[config.mk]
export PLATFORM = sky130hd
export DESIGN_NAME = mdu_ctrl
export DESIGN_NICKNAME = d
export VERILOG_FILES = /design/src/rtl/mdu_ctrl.sv
export SDC_FILE = /design/constraint.sdc
export NUM_CORES = 1
export LEC_CHECK = 0
export BUFFER_PORTS_ARGS = -buffer_cell sky130_fd_sc_hd__buf_2
export CORE_AREA = 2 2 155 157
export CTS_CLUSTER_SIZE = 28
export DETAILED_ROUTE_END_ITERATION = 6
export DIE_AREA = 0 0 157 159
export MAX_ROUTING_LAYER = met4
export PLACE_DENSITY = 0.56
export SLEW_MARGIN = 25
export SYNTH_ARGS = -nofsm -noshare
export SYNTH_HDL_FRONTEND = slang
export SYNTH_SLANG_ARGS = --single-unit
[constraint.sdc]
create_clock -name clk -period 6.8 [get_ports clk]
set_clock_uncertainty 0.05 [all_clocks]
set_input_delay 0.68 -clock clk [delete_from_list [all_inputs] [get_ports clk]]
set_output_delay 0.68 -clock clk [all_outputs]
set_load 0.05 [all_outputs]
[src/rtl/mdu_ctrl.sv]
// mdu_ctrl: sequencing controller for the shared multiply/divide resources in EX.
// Launches one mult/multu/div/divu at a time, holds the EX stall until the
// result is latched, then issues exactly one HI/LO write. A frozen EX after
// the write parks in RETIRED so the same instruction is never relaunched.
//
// Optional build macro: MDU_DIVZERO_FAST_EN
//   defined   - div/divu with a zero divisor bypasses the divider and
//               completes in one stall cycle with HI=dividend, LO=all ones.
//   undefined - divide-by-zero runs through the divider like any other divide.
//
// state      | meaning
// IDLE       | no operation in flight, ready to accept
// MUL_WAIT   | waiting for the pipelined multiplier, cnt counts down
// DIV_BUSY   | iterative divider running, waiting for div_ready
// DONE       | result latched, HI/LO write this cycle
// RETIRED    | written, same instruction still frozen in EX

module mdu_ctrl #(
    parameter int unsigned MUL_LAT = 2
) (
    input  logic        clk,
    input  logic        rst,
    input  logic        flush,
    input  logic        ex_hold,
    input  logic        op_valid,
    input  logic [1:0]  op_type,
    input  logic [31:0] opa,
    input  logic [31:0] opb,
    output logic        stallreq,
    output logic        busy,
    output logic        mul_signed,
    output logic [31:0] mul_ina,
    output logic [31:0] mul_inb,
    input  logic [63:0] mul_result,
    output logic        div_start,
    output logic        div_signed,
    output logic [31:0] div_opdata1,
    output logic [31:0] div_opdata2,
    output logic        div_annul,
    input  logic [63:0] div_result,
    input  logic        div_ready,
    output logic        hi_we,
    output logic        lo_we,
    output logic [31:0] hi_wdata,
    output logic [31:0] lo_wdata
);

    typedef enum logic [2:0] {
        S_IDLE,
        S_MUL_WAIT,
        S_DIV_BUSY,
        S_DONE,
        S_RETIRED
    } state_t;

    localparam logic [3:0] MUL_LAT_C = 4'(MUL_LAT);

    state_t      state_q, state_d;
    logic [3:0]  cnt_q, cnt_d;
    logic [31:0] opa_q, opa_d;
    logic [31:0] opb_q, opb_d;
    logic [1:0]  type_q, type_d;
    logic [31:0] hi_q, hi_d;
    logic [31:0] lo_q, lo_d;

    // State and datapath registers
    always_ff @(posedge clk or posedge rst) begin
        if (rst) begin
            state_q <= S_IDLE;
            cnt_q   <= 4'd0;
            opa_q   <= 32'd0;
            opb_q   <= 32'd0;
            type_q  <= 2'b00;
            hi_q    <= 32'd0;
            lo_q    <= 32'd0;
        end else begin
            state_q <= state_d;
            cnt_q   <= cnt_d;
            opa_q   <= opa_d;
            opb_q   <= opb_d;
            type_q  <= type_d;
            hi_q    <= hi_d;
            lo_q    <= lo_d;
        end
    end

    // Next-state and operand/result capture
    always_comb begin
        state_d = state_q;
        cnt_d   = cnt_q;
        opa_d   = opa_q;
        opb_d   = opb_q;
        type_d  = type_q;
        hi_d    = hi_q;
        lo_d    = lo_q;
        case (state_q)
            S_IDLE: begin
                if (op_valid && !flush) begin
                    opa_d  = opa;
                    opb_d  = opb;
                    type_d = op_type;
                    if (!op_type[1]) begin
                        state_d = S_MUL_WAIT;
                        cnt_d   = MUL_LAT_C;
                    end else begin
`ifdef MDU_DIVZERO_FAST_EN
                        if (opb == 32'd0) begin
                            state_d = S_DONE;
                            hi_d    = opa;
                            lo_d    = 32'hFFFF_FFFF;
                        end else begin
                            state_d = S_DIV_BUSY;
                        end
`else
                        state_d = S_DIV_BUSY;
`endif
                    end
                end
            end
            S_MUL_WAIT: begin
                cnt_d = cnt_q - 4'd1;
                if (cnt_q == 4'd1) begin
                    hi_d    = mul_result[63:32];
                    lo_d    = mul_result[31:0];
                    state_d = S_DONE;
                end
            end
            S_DIV_BUSY: begin
                if (div_ready) begin
                    hi_d    = div_result[63:32];
                    lo_d    = div_result[31:0];
                    state_d = S_DONE;
                end
            end
            S_DONE:    state_d = ex_hold ? S_RETIRED : S_IDLE;
            S_RETIRED: if (!ex_hold) state_d = S_IDLE;
            default:   state_d = S_IDLE;
        endcase
        if (flush) begin
            state_d = S_IDLE;
        end
    end

    // Outputs; operands are only exposed while an operation owns the unit
    always_comb begin
        logic not_idle;
        not_idle    = (state_q != S_IDLE);
        busy        = not_idle;
        stallreq    = 1'b0;
        mul_signed  = 1'b0;
        mul_ina     = 32'd0;
        mul_inb     = 32'd0;
        div_signed  = 1'b0;
        div_opdata1 = 32'd0;
        div_opdata2 = 32'd0;
        div_start   = 1'b0;
        div_annul   = 1'b0;
        hi_we       = 1'b0;
        lo_we       = 1'b0;
        hi_wdata    = 32'd0;
        lo_wdata    = 32'd0;
        if (not_idle) begin
            mul_signed  = (type_q == 2'b00);
            div_signed  = (type_q == 2'b10);
            mul_ina     = opa_q;
            mul_inb     = opb_q;
            div_opdata1 = opa_q;
            div_opdata2 = opb_q;
        end
        // rst gates the stall so every output is quiet while reset is held
        if (state_q == S_IDLE || state_q == S_MUL_WAIT || state_q == S_DIV_BUSY) begin
            stallreq = op_valid & ~flush & ~rst;
        end
        if (state_q == S_DIV_BUSY) begin
            div_start = ~div_ready & ~flush;
            div_annul = flush;
        end
        if (state_q == S_DONE && !flush) begin
            hi_we    = 1'b1;
            lo_we    = 1'b1;
            hi_wdata = hi_q;
            lo_wdata = lo_q;
        end
    end

endmodule

Word-level counts from Yosys, hierarchy flattened. Index checks and enable logic that the tools add are counted.

Output and inout port bits: 200. Register bits: 137. Bits of input ports: 200.

Bitwise operators: 6. Equal/unequal tests: 14. Reduce and logical (&&, ||, !) cells: 14. $add $sub $neg: 1. Mux-type cells: 27.

Operator list (count): 32-bit two-way mux (8); 32-bit case mux with 2 select lines (2); 3-bit two-way mux (6); 3-bit case mux with 5 select lines (1); 3-bit inequality test, second input constant (4); 4-bit two-way mux (2); 2-bit inequality test, second input constant (4); 4-bit case mux with 2 select lines (1); 3-bit by 2-bit == test with 1-bit output, second input constant (2); 1-bit two-way mux (6); 3-bit AND reduction (2); 4-bit by 1-bit == test with 1-bit output, second input constant (1); 4-bit AND reduction (1); 2-bit nonzero test (2); 4-bit by 1-bit subtractor with 4-bit output, second input constant (1); 1-bit bitwise AND (3); 3-bit by 1-bit == test with 1-bit output, second input constant (1); 3-bit == test, second input constant (1); 3-bit logical NOT (1); 1-bit inverter (3); 3-bit nonzero test (1); 2-bit == test, second input constant (1); 1-bit logical AND (2); 2-bit logical NOT (1); other kinds (4) (5).

Longest topological paths before layout.
Depth in word-level cells: 5. Depth in mapped cells: 7.

Worst setup path after synthesis. OpenSTA, ideal clock, no wires.

Kind: input -> output. From: input port flush. To: output port div_start. Arrival time: 2.494 ns. Stages on the path: 2. Path slack: 3.576 ns. Cell sequence: nor2_1 -> nor4bb_1.

Longest elaborated chain between the ends: 3.

RTL lines: start, declared (line 23) `input logic flush,`; 1-bit inverter (line 175) `div_start = ~div_ready & ~flush;`; 1-bit bitwise AND (line 175); 1-bit two-way mux (line 174) `if (state_q == S_DIV_BUSY) begin`; end, declared (line 35) `output logic div_start,`.

Every way passes these cells.

Worst setup path after layout.
From: register state_q[0]. To: output port div_opdata2[24].

Longest elaborated chain between the ends: 2.

RTL lines: start, declared (line 58) `state_t state_q, state_d;`; start signal, assigned (line 77) `state_q <= state_d;`; 3-bit nonzero test (line 147) `not_idle = (state_q != S_IDLE);`; 32-bit two-way mux (line 162) `if (not_idle) begin`; end, declared (line 38) `output logic [31:0] div_opdata2,`.

Every way passes these cells.

==> qor.csv <==
stage,metric,value,unit
outcome,status,"complete, no violations",
die,die area,25000,um^2
sta,final worst path period share,0.487,
die,Die H,159,um
placement,pre-CTS WS,3.76,ns
clock_tree,# resized after CTS,0,
worst_setup_path,CP endpoint kind,output port,
clock_tree,CTS Root Cell,clkbuf_16,
pwr,Switch Pwr,1.60,mW
grt,"Remaining Overflow, GRT",0,
sta,Fin Setup TNS,0,ns
grt,first-pass GRT wire length,31.6,mm
cells_and_area,P&R area growth vs syn,33.0,%
worst_setup_path,kind of critical path,reg2out,
sta,max-slew violation count,0,
sta,max_slew headroom,0.350,
clock_tree,H-tree Lvls,4,
synth,Yosys warning count,0,
drt,wire per inst,16.4,um
pwr,total power,3.89,mW
die,row count,56,
cells_and_area,final instance area,9540,um^2
pwr,pwr/cell area,407,nW/um^2
sta,setup ws final,3.49,ns
pwr,Clock power frac,0.255,
worst_setup_path,Required @ worst endpoint,6.07,ns
sta,hold_ws,0.369,ns
worst_setup_path,crit path launch type,register,
drt,vias per inst,4.58,
clock_tree,"Setup Fix Bufs, Post-CTS",0,
synth,Synth Area per Inst,11.6,um^2
synth,Post-Syn Nets,821,
synth,Synth async-reset ratio,1.00,
synth,number of synthesized flops with an enable pin,0,
drt,router iterations before antenna repair,4,
sta,Tightest Pin Transition,0.976,ns
cells_and_area,Filler cells,2328,
drt,1st-iter DRT viols,203,
drt,Post-Route WL,20.8,mm
placement,number of buffers added on ports,399,
die,io pins,400,
clock_tree,Skew-Pair Late Insertion Delay,0.41,ns
placement,routability cong.,0.839,
pwr,combinational share of power,0.405,
grt,pin count of the biggest net entering global routing,87,
clock_tree,CTS max path bufs,2,
clock_tree,clock buffer count from CTS,17,
clock_tree,CTS tree,yes,
worst_setup_path,WP data arrival,2.58,ns
die,core box area,23200,um^2
clock_tree,clock sink total,137,
worst_setup_path,"Max FO, Critical Path",65,
clock_tree,CTS clock-pin slew for the worst setup and hold paths,0.06,ns
cells_and_area,Total Nets Final,1135,
synth,Netlist cell types,40,
synth,Synth Register Bits,137,
sta,Tmin final,3.31,ns
placement,area of placed instances,8910,um^2
grt,initial antenna violation count,1,
grt,vias in the first global route,5716,
sta,final setup violating endpoints,0,
cells_and_area,layout cells sized above 1,0.544,
drt,DRC viols,0,
drt,Vias,5795,
pwr,sw frac,0.413,
clock_tree,Hold Buf Count CTS,0,
synth,Post-Synthesis Cells,619,
hold_path,Min-Delay Path Class,in2async,
sta,RSZ-0062 raised after global routing,no,
cells_and_area,most frequent cells in the layout,"399 x buf_2, 137 x dfrtp_1, 128 x and2_1",
pwr,Flop pwr share,0.339,
cells_and_area,"most common cell after layout, fill and taps aside",buf_2,
synth,sequential share of the synthesized area,0.478,
job,Max Cap Viol,0,
grt,All-Layer GR Usage,0.169,
synth,Synth Flop Type,dfrtp_1,
synth,synthesized cell area,7170,um^2
die,die width,157,um
die,Starting Density,0.309,
sta,fmax,302,MHz
placement,HPWL after DPL,15.2,mm
sta,Final Hold Fails,0,
drt,DRT antenna net count,0,
pwr,Internal Power,2.28,mW
pwr,worst vdd ir,0.150,mV
pwr,leakage,4.76,nW
logic make-up after synthesis:
family	share of synthesized area
and+or+nand+nor	0.196
xor gates and xnor gates	0.00122
adders and majority gates	0.00349
DFF	0.478
buffers and inverters	0.104
AOI/OAI and AO/OA	0.113
muxes	0.105
routing by layer:
layer | part of all wire | routed length, um | global-route usage | vias to the layer above
met1 | 0.41 | 8610 | 0.205 | 2797
li1 | - | - | - | 2718
met2 | 0.51 | 10600 | 0.286 | 270
met5 | 0 | 0 | - | -
met4 | 0.0089 | 184 | 0.0334 | 0
met3 | 0.065 | 1360 | 0.0414 | 10
critical path, cell delays in order (launching register included):
cell and delay [ns]:
dfrtp_1 0.53, or2_2 0.38, nor2_1 0.32, inv_1 0.07
buf_4 0.29, and2_1 0.30, buf_2 0.23
state kept, by name (all words and copies together), names as in the netlist:
name	cells
lo_q	32
opb_q	32
state_q	3
opa_q	32
hi_q	32
cnt_q	4
type_q	2
power by group through the flow:
stage / registers, mW / clock network [mW] / logic [mW]
after CTS: 1.32 / 1.02 / 1.59
after global routing: 1.37 / 1.06 / 1.68
after floorplan: 1.26 / 0 / 1.39
after global placement: 1.33 / 0 / 1.58
final: 1.32 / 0.992 / 1.58
after detailed placement: 1.32 / 0 / 1.60
path summary, 6_finish.rpt:
check	from	to	slack (ns)	cells after the start
min in group clk	flush	state_q[2]	0.41	2
max in group asynchronous	rst	opa_q[30]	5.07	3
hold / removal	rst	opa_q[12]	0.37	2
setup / recovery	state_q[0]	div_opdata2[24]	3.49	6
hold reg to reg	opb_q[7]	opb_q[7]	0.44	1
setup reg to reg	state_q[1]	lo_q[7]	4.00	5
synthesized netlist by cell type (4+ instances only):
cell,instances,area share
buf_4,66,0.069
clkbuf_1,24,0.013
buf_2,13,0.0091
and2_1,128,0.11
buf_6,7,0.011
nand2b_1,65,0.057
o221a_1,60,0.094
mux2_2,66,0.10
inv_1,4,0.0021
o221a_2,4,0.0063
dfrtp_1,137,0.48
nor2_1,4,0.0021
cell type report:
cell class,count,area [um^2],share of cell area
Sequential cell,137,3430,0.359
Clock inverter,13,193,0.0202
Inverter,4,20.0,0.00210
Tap cell,319,399,0.0418
Timing Repair Buffer,405,2040,0.214
Clock buffer,19,433,0.0454
Antenna cell,1,2.50,0.000262
Multi-Input combinational cell,368,3020,0.317
through the flow:
stage	instances	util
floorplan	619	-
global placement	1233	0.384
detailed placement	1233	0.384
CTS	1265	0.411
global route	1266	0.411
finish	1266	0.411
Note: power is estimated with default switching activity, not from simulation.
